[src/rtl/qif_spike_monitor.sv]
// QIF spike monitor: detects spike events, measures inter-spike intervals
// into a show-ahead FIFO and reports a per-window spike rate.
module qif_spike_monitor #(
    parameter int CNT_W      = 8,
    parameter int FIFO_DEPTH = 4,
    parameter int WINDOW     = 256,
    parameter int RATE_W     = 8
) (
    input  logic                          clk,
    input  logic                          rst,
    input  logic                          en,
    input  logic                          spike_in,
    output logic [CNT_W-1:0]              isi_data,
    output logic                          isi_valid,
    input  logic                          isi_ready,
    output logic [$clog2(FIFO_DEPTH):0]   fifo_count,
    output logic                          overflow,
    output logic [RATE_W-1:0]             rate,
    output logic                          rate_valid
);

    localparam int PW = $clog2(FIFO_DEPTH);
    localparam int WW = $clog2(WINDOW);
    localparam logic [CNT_W-1:0] ISI_MAX  = '1;
    localparam logic [PW:0]      DEPTH_C  = (PW+1)'(FIFO_DEPTH);
    localparam logic [WW-1:0]    WIN_LAST = WW'(WINDOW-1);

    logic                spike_d_q, spike_d_d;
    logic                first_seen_q, first_seen_d;
    logic [CNT_W-1:0]    isi_cnt_q, isi_cnt_d;
    logic [CNT_W-1:0]    mem_q [FIFO_DEPTH];
    logic [CNT_W-1:0]    mem_d [FIFO_DEPTH];
    logic [PW-1:0]       wr_ptr_q, wr_ptr_d;
    logic [PW-1:0]       rd_ptr_q, rd_ptr_d;
    logic [PW:0]         count_q, count_d;
    logic                overflow_q, overflow_d;
    logic [WW-1:0]       win_cnt_q, win_cnt_d;
    logic [RATE_W-1:0]   spike_cnt_q, spike_cnt_d;
    logic [RATE_W-1:0]   rate_q, rate_d;
    logic                rate_valid_q, rate_valid_d;

    logic                evt;
    logic                push, pop, full, do_push;
    logic [RATE_W:0]     spike_sum;
    logic [RATE_W-1:0]   spike_sat;

    assign isi_data   = mem_q[rd_ptr_q];
    assign isi_valid  = (count_q != '0);
    assign fifo_count = count_q;
    assign overflow   = overflow_q;
    assign rate       = rate_q;
    assign rate_valid = rate_valid_q;

    // Rising-edge event detect and saturating interval counter
    always_comb begin
        evt          = en & spike_in & ~spike_d_q;
        spike_d_d    = spike_in;
        first_seen_d = first_seen_q | evt;
        isi_cnt_d    = isi_cnt_q;
        if (evt) begin
            isi_cnt_d = CNT_W'(1);
        end else if (en && isi_cnt_q != ISI_MAX) begin
            isi_cnt_d = isi_cnt_q + CNT_W'(1);
        end
    end

    // ISI FIFO: push on every event after the first, drop when full without pop
    always_comb begin
        push       = evt & first_seen_q;
        pop        = isi_valid & isi_ready;
        full       = (count_q == DEPTH_C);
        do_push    = push & (~full | pop);
        mem_d      = mem_q;
        wr_ptr_d   = wr_ptr_q;
        rd_ptr_d   = rd_ptr_q;
        count_d    = count_q;
        overflow_d = overflow_q;
        if (do_push) begin
            mem_d[wr_ptr_q] = isi_cnt_q;
            wr_ptr_d        = wr_ptr_q + PW'(1);
        end
        if (pop) begin
            rd_ptr_d = rd_ptr_q + PW'(1);
        end
        if (do_push && !pop) begin
            count_d = count_q + (PW+1)'(1);
        end else if (!do_push && pop) begin
            count_d = count_q - (PW+1)'(1);
        end
        if (push && full && !pop) begin
            overflow_d = 1'b1;
        end
    end

    // Rate window: count events over WINDOW enabled cycles, publish at wrap
    always_comb begin
        spike_sum    = {1'b0, spike_cnt_q} + {{RATE_W{1'b0}}, evt};
        spike_sat    = spike_sum[RATE_W] ? '1 : spike_sum[RATE_W-1:0];
        win_cnt_d    = win_cnt_q;
        spike_cnt_d  = spike_cnt_q;
        rate_d       = rate_q;
        rate_valid_d = 1'b0;
        if (en) begin
            if (win_cnt_q == WIN_LAST) begin
                win_cnt_d    = '0;
                spike_cnt_d  = '0;
                rate_d       = spike_sat;
                rate_valid_d = 1'b1;
            end else begin
                win_cnt_d   = win_cnt_q + WW'(1);
                spike_cnt_d = spike_sat;
            end
        end
    end

    // State registers, cleared asynchronously
    always_ff @(posedge clk or negedge rst) begin
        if (!rst) begin
            spike_d_q    <= 1'b0;
            first_seen_q <= 1'b0;
            isi_cnt_q    <= '0;
            mem_q        <= '{default: '0};
            wr_ptr_q     <= '0;
            rd_ptr_q     <= '0;
            count_q      <= '0;
            overflow_q   <= 1'b0;
            win_cnt_q    <= '0;
            spike_cnt_q  <= '0;
            rate_q       <= '0;
            rate_valid_q <= 1'b0;
        end else begin
            spike_d_q    <= spike_d_d;
            first_seen_q <= first_seen_d;
            isi_cnt_q    <= isi_cnt_d;
            mem_q        <= mem_d;
            wr_ptr_q     <= wr_ptr_d;
            rd_ptr_q     <= rd_ptr_d;
            count_q      <= count_d;
            overflow_q   <= overflow_d;
            win_cnt_q    <= win_cnt_d;
            spike_cnt_q  <= spike_cnt_d;
            rate_q       <= rate_d;
            rate_valid_q <= rate_valid_d;
        end
    end

endmodule

[config.mk]
export PLATFORM = sky130hd
export DESIGN_NAME = qif_spike_monitor
export DESIGN_NICKNAME = d
export VERILOG_FILES = /design/src/rtl/qif_spike_monitor.sv
export SDC_FILE = /design/constraint.sdc
export NUM_CORES = 1
export LEC_CHECK = 0
export ABC_AREA = 1
export CELL_PAD_IN_SITES_DETAIL_PLACEMENT = 1
export CELL_PAD_IN_SITES_GLOBAL_PLACEMENT = 1
export CORE_MARGIN = 2
export CORE_UTILIZATION = 42
export CTS_BUF_LIST = sky130_fd_sc_hd__clkbuf_2
export DETAILED_ROUTE_END_ITERATION = 8
export PLACE_DENSITY = 0.75
export SETUP_SLACK_MARGIN = 0.5
export SLEW_MARGIN = 20
export SYNTH_ARGS = -nofsm -noshare
export SYNTH_HDL_FRONTEND = slang
export SYNTH_SLANG_ARGS = --single-unit
[constraint.sdc]
create_clock -name clk -period 1.9 [get_ports clk]
set_input_delay 0.38 -clock clk [delete_from_list [all_inputs] [get_ports clk]]
set_output_delay 0.38 -clock clk [all_outputs]
set_load 0.02 [all_outputs]
==> results of run 1 <==
per-stage QoR:
stage	instance area [um2]	setup WS, ns	instances
global route	5520	-0.319	641
detailed placement	4380	-0.431	582
global placement	4380	-0.367	582
finish	5520	-0.245	641
floorplan	3890	0.0458	437
CTS	5060	-0.165	618
kinds of logic after synthesis:
| kind of cell | after synthesis | share of synthesized area, % |
|---|---|---|
| buf+inv | 50 | 6.38 |
| fa+ha+maj | 10 | 3.53 |
| simple gates | 218 | 26.3 |
| xor+xnor | 9 | 2.10 |
| flops | 75 | 49.9 |
| compound gates | 75 | 11.8 |
sequential cells by signal (all words and copies together) (netlist names):
name and count:
spike_cnt_q 8, fifo_count 3, overflow 1, rd_ptr_q 2, spike_d_q 1, isi_cnt_q 8
win_cnt_q 8, rate_valid 1, mem_q 32, first_seen_q 1, wr_ptr_q 2, rate 8
final cells by class:
class                           instances  area (um2)  share of cell area, %
Timing Repair Buffer                   88         955                   17.3
Multi-Input combinational cell        316        2170                   39.4
Clock inverter                          7         164                   2.97
Sequential cell                        75        1880                   34.1
Clock buffer                            9        45.0                  0.816
Inverter                               38         165                   2.99
Tap cell                              108         135                   2.45
layer usage:
metal	wire length, um	global-route usage, %
met1	5010	28.0
met2	6810	44.0
met3	398	3.19
met4	452	7.69
met5	0	0
critical path, delay by kind of cell, from the launching register on:
family / cells / cell delay (ns)
buf+inv: 3 / 0.43
flops: 1 / 0.53
simple gates: 1 / 0.16
compound gates: 1 / 0.12
Yosys cell counts (2+ instances only):
library cell,count,area [um2]
o22ai_1,8,50.1
o21ai_2,11,96.3
o21ai_1,23,115
inv_2,4,15.0
dfrtp_1,75,1880
nor2_1,41,154
clkbuf_1,2,7.51
inv_1,34,128
nor2_4,3,33.8
nand2_1,137,514
ha_1,9,113
nand3_1,18,90.1
nand2_2,2,12.5
nor3_1,2,10.0
nor2_2,2,12.5
nand4_1,3,18.8
buf_2,3,15.0
o21bai_1,2,15.0
o21ai_0,26,130
a21oi_1,3,15.0
nand3_4,5,87.6
xor2_1,7,61.3
buf_6,6,67.6
xnor2_1,2,17.5
how the worst max path moves through the flow:
| stage | endpoint | slack, ns | cells after the start |
|---|---|---|---|
| after floorplan | fifo_count[2] | 0.05 | 11 |
| after global placement | fifo_count[2] | -0.37 | 13 |
| after detailed placement | fifo_count[2] | -0.43 | 13 |
| after CTS | isi_data[7] | -0.16 | 5 |
| after global routing | isi_data[2] | -0.32 | 5 |
| final | isi_data[2] | -0.24 | 5 |
report_power, final:
group | internal (mW) | switching [mW]
logic | 1.69 | 1.97
clock network | 0.831 | 0.615
registers | 2.00 | 0.478
what timing repair did:
action	4_1_cts	5_1_grt
setup endpoints to repair	85	83
hold buffers	1	0
pin swaps	29	28
setup buffers	13	22
cloned	6	1
endpoints found under the hold margin	44	0
resized for setup	218	80
==> results.md, run 1 <==
- The number of nets at the end of the flow is 543.
- The number of hold violations in the final report was 0.
- The time the final worst path needs with I/O delays and setup is 2.14 ns.
- The max-cap check violation count is 0.
- The source of the worst register-to-register timing path is spike_d_q.
- Detailed placement ended at an HPWL of 6.26 mm.
- The area of the core region is 0.00872 mm2.
- The run finished, with violations left.
- The count of antenna diodes in the layout is 0.
- Leaving out fill and tap cells, the most frequent cell in the layout is nand2_1.
- The count of buffers inserted at the top-level ports is 26.
- The maximum number of pins on one net before global-route repair is 47.
- The number of global-route vias before repair is 3,643.
- The number of placed I/O pins is 27.
- For the pin with the worst max-slew slack, the measured transition is 0.625 ns.
- The number of core rows is 34.
- The post-synthesis average cell area is 8.61 um2.
- In this run, CTS created clock tree buffers numbering 9.
- The post-layout total power is 7.59 mW.
- The H-tree generated during clock tree synthesis spans 3 levels.
- The endpoint identified for the worst register-to-register timing path is fifo_count[2].
- The final RePlAce weighted congestion is 0.771.
- In this run the tightest slew margin relative to its limit is 58.3%.
- The largest single stage delay on the critical path is 0.53 ns.
- For this run, the share of the core covered by cells in the final layout is 63.3%.
- The initial cell density of the core is 43.1%.
- Summing every instance area after synthesis gives 0.00376 mm2.
- The cell with the most instances on the worst path is buf_6.
- After detailed routing, the number of remaining DRC violations is 0.
- The number of buffers between clock root and the deepest sink is 2.
- Summed over all failing endpoints, the final setup total negative slack is -1.29 ns.
- The initial antenna violation count came to 0.
- The cell at the root of the clock tree is clkbuf_2.
- The number of enable flip-flop cells after synthesis is 0.
- Of all nets on the critical path, the largest fanout is 7.
- The first global-routing pass estimated 18.2 mm of wire.
- The number of different library cells used by synthesis comes to 33.
- After filler insertion, the fill cell instance count of the layout stands at 978.
- The largest voltage drop on the vdd net is 0.573 mV.
- Synthesis produced 437 cells.
- Summing the sequential cell areas from Yosys gives 49.9% of the chip area.
- Across all register-to-register paths, the minimum setup slack is 0.05 ns.
- The wire length per cell after detailed routing is 19.8 um.
- Clock-pin slew was measured on the worst setup and hold paths at 0.24 ns.
- The proportion of synthesized flip-flops having asynchronous set or reset is 100%.
- The signal on the critical path passes through buf_6, buf_16, nor2_1, o22ai_2, buf_6.
- The die height is 98.6 um.
- The required time of the critical path is 1.52 ns.
- The total routed wirelength is 12.7 mm.
- The most used flip-flop cell after synthesis is dfrtp_1.
- The fraction of layout cells with a size suffix above 1 is 45.6%.
- The synthesized design contains 75 register bits.
- The worst register-to-register path has a depth of 11.
- The slack of the critical path is -0.245 ns.
- In this run the static leakage power is 2.55 nW.
- The post-route antenna net violation count is 0.
- The initial detailed-routing violation count is 93.
- The share of the clock period used by the worst path after layout is 113%.
- The die boundary width is 98.6 um.
- The iteration count of the initial detailed-routing pass is 4.
- The clock sink total is 75.
- The launch point of the worst path is rd_ptr_q[0].
- Dividing the detail-routed via count by the number of cells gives 5.43.
- The overflow left after global routing is 0.
- The die area is 0.00973 mm2.
- The source-to-sink clock delay at the later pin of the worst-skew pair is 0.52 ns.
- The final reports fail on setup timing.
- The slowest stage of the critical path belongs to the cell dfrtp_2.
- Setup violations remaining at the end of the flow were counted as 8.
- The maximum achievable frequency is 466 MHz.
- The worst clock skew on the final layout is 0.0354 ns.
- The CTS tree is built.
- The hold slack is 0.367 ns.
- Setup repair after global routing could not meet its margin everywhere.
- The number of synthesis warnings is 0.
- For the worst setup path, the data arrival time is 1.76 ns.
- STA classifies the critical path endpoint as a primary output.
- The area added between synthesis and finish is 46.7%.
- The final max-slew violation count came to 0.
- The top cell types in the final layout, fill and taps aside, are 104 x nand2_1, 70 x dfrtp_1, 41 x buf_6.
- The ratio of total power to cell area is 1370 mW/mm2.
- The critical path launch point type is a flip-flop.
- The worst hold path belongs to the class in2async.
- The total vias in the final route is 3,483.
- The classification of the worst setup path is reg2out.
- The combined global-route utilization of all metal layers is 23.6%.
- The number of nets in the synthesized netlist is 452.
No activity file was read; power rests on OpenSTA's default activity.
==> run 2, diff against run 1 <==
--- a/config.mk
+++ b/config.mk
@@ -12,7 +12,7 @@
 export CORE_UTILIZATION = 42
 export CTS_BUF_LIST = sky130_fd_sc_hd__clkbuf_2
 export DETAILED_ROUTE_END_ITERATION = 8
-export PLACE_DENSITY = 0.75
+export PLACE_DENSITY = 0.81
 export SETUP_SLACK_MARGIN = 0.5
 export SLEW_MARGIN = 20
 export SYNTH_ARGS = -nofsm -noshare
==> constraint.sdc (replaced) <==
create_clock -name clk -period 1.9 [get_ports clk]
set_input_delay 0.285 -clock clk [delete_from_list [all_inputs] [get_ports clk]]
set_output_delay 0.285 -clock clk [all_outputs]
set_load 0.02 [all_outputs]
==> run 2 against run 1 <==
  * The run still ends with setup timing left
  * Combinational power shrank 5%
  * Wire length grew 5.2%
  * Clock skew is 0.0050 ns lower
  * Largest cell class unchanged
  * Worst hold slack worse by 0.20 ns
  * First-iteration DRC count up 67%
==> results.md, run 2 (synthesized netlist as in run 1, its figures left out) <==
- The post-route DRC violation count is 0.
- The critical path launch point type is a flip-flop.
- The number of buffers between clock root and the deepest sink is 2.
- The maximum number of pins on one net before global-route repair is 48.
- Based on the critical path, the design can be clocked at up to 516 MHz.
- The leakage power summed over all cells is 2.45 nW.
- The largest voltage drop on the vdd net is 0.513 mV.
- The number of antenna diodes in the final layout is 0.
- The number of core rows is 34.
- During I/O placement, the number of pins put on the boundary was 27.
- The classification of the worst-slack hold path is in2reg.
- The endpoint class of the critical path is a primary output.
- The largest register by flop count is mem_q.
- The number of global-route vias before repair came to 3,821.
- Summed over all layers, the global routing overflow is 0.
- In the layout the commonest cells are 98 x nand2_1, 70 x dfrtp_1, 39 x buf_6.
- The final RePlAce weighted congestion is 0.767.
- The total routed wirelength is 13.3 mm.
- The final route contains 3,560 vias.
- The first global-routing pass estimated 19.5 mm of wire.
- The clock-pin slew reported for the worst setup and hold paths after clock tree synthesis is 0.24 ns.
- The slowest stage cell on the critical path is dfrtp_2.
- The vias per cell is 5.60.
- In this run the cell area measured after placement is 0.00438 mm2.
- The initial detailed-routing violation count is 155.
- From synthesis to final layout, the design area changed by 42.2%.
- The worst setup timing slack at the placement stage is -0.360 ns.
- The CTS tree is built.
- The clock tree synthesis step divided the H-tree into 3 levels.
- The arrival time reported for the critical path endpoint is 1.65 ns.
- The iteration count of the initial detailed-routing pass is 4.
- The share of the clock period used by the worst path after layout is 102%.
- Headroom to the max-slew limit came out at 71.3%.
- Setup violations remaining at the end of the flow were counted as 4.
- Counting the buffers created by CTS gives 9.
- The initial cell density of the core is 43.1%.
- Setup repair after global routing could not meet its margin everywhere.
- The die is 98.6 um wide.
- The count of nets left with antenna violations once routing finished came out at 0.
- The cell area after layout is 0.00535 mm2.
- The hold slack is 0.168 ns.
- Setup total negative slack on the finished layout was measured at -0.105 ns.
- The classification of the worst setup path is reg2out.
- The die height is 98.6 um.
- The time the final worst path needs with I/O delays and setup is 1.94 ns.
- The cell at the root of the clock tree is clkbuf_2.
- The initial antenna violation count is 0.
- The worst clock skew on the final layout is 0.0303 ns.
- The checks that failed: setup timing.
- For this design, the sink count on the clock tree is 75.
- Across the run, the number of max-cap violations was 0.
- The run finished, with violations left.
- On the worst path, the slowest cell contributes a delay of 0.50 ns.
- The number of hold violations in the final report is 0.
- The wire length per cell after detailed routing is 21.0 um.
- Together, buffers and inverters on the worst path number 2.
- The ratio of total power to cell area is 1320 mW/mm2.
- The library cell used most frequently in the layout, excluding fill and tap cells, is nand2_1.
- The count of buffers inserted at the top-level ports is 26.
- The combined global-route utilization of all metal layers is 25.5%.
- The cell family contributing the most delay on the critical path is flip-flops.
- The critical path goes through inv_2, o21ai_1, o22ai_2, buf_6.
- The detailed placement HPWL is 6.60 mm.
- After layout, the worst setup slack is -0.0378 ns.
- The number of nets at the end of the flow is 538.
- The flip-flop count of the largest register, all copies and words added is 32.
- The final max-slew violation count was 0.
- Clock latency on the worst-skew pair, taken at its later pin, is 0.55 ns.
- The required time of the critical path is 1.62 ns.
- The worst-path maximum fanout is 8.
- The area of the core region is 0.00872 mm2.
- The post-route netlist has 46.0% of its cells at a drive strength greater than 1.
- At the pin with the least slew margin, the transition time is 0.431 ns.
- The die covers 0.00973 mm2.
## run 2: changes by cell type in the layout (fill, tap and decap cells not counted), sizes merged
cell	change
clkinv	-2
inv	+2
clkinvlp	+3
clkbuf	-1
buf	-4
bufinv	-3
## run 2: final cells by class
class / count / area, um2
fill: 979 / 3370
inverter: 38 / 153
tap: 108 / 135
timing repair buffer: 83 / 857
multi-input combinational: 316 / 2180
sequential: 75 / 1880
clock inverter: 7 / 100
clock buffer: 9 / 45.0
## run 2: metal layers
layer	GRT usage (%)	up-vias	share of wire, %
met5	0	-	0
met4	11.9	0	4.1
met2	46.4	125	55
met3	3.76	47	3.9
met1	29.3	1795	37
li1	-	1593	-
## run 2: path summary, 6_finish.rpt
kind / start / endpoint / slack [ns] / cells past startpoint
min in group asynchronous: rst / fifo_count[2] / 0.18 / 2
min reg2reg: mem_q[25] / mem_q[25] / 0.53 / 2
max: rd_ptr_q[1] / isi_data[7] / -0.04 / 4
max reg2reg: fifo_count[1] / fifo_count[1] / 0.02 / 8
max in group asynchronous: rst / isi_cnt_q[6] / 1.11 / 3
min: spike_in / spike_d_q / 0.17 / 1
## run 2: through the flow
stage               util (%)  total power [mW]  cells
floorplan                  -              3.92    437
global placement        50.2              4.71    579
detailed placement      50.2              4.86    579
CTS                     57.4              6.40    621
global route            61.4              7.42    636
finish                  61.4              7.06    636
## run 2: repair_timing
| action | in CTS | in global routing |
|---|---|---|
| resized for setup | 209 | 73 |
| cloned | 5 | 0 |
| setup endpoints to repair | 81 | 86 |
| setup buffers | 20 | 15 |
| endpoints found under the hold margin | 46 | 0 |
| hold buffers | 1 | 0 |
| pin swaps | 25 | 29 |
## run 2: where the power goes
| part | switching (mW) | leakage, nW | internal (mW) |
|---|---|---|---|
| Combinational | 1.95 | 1.40 | 1.54 |
| Sequential | 0.462 | 0.973 | 2.00 |
| Clock | 0.662 | 0.0752 | 0.442 |
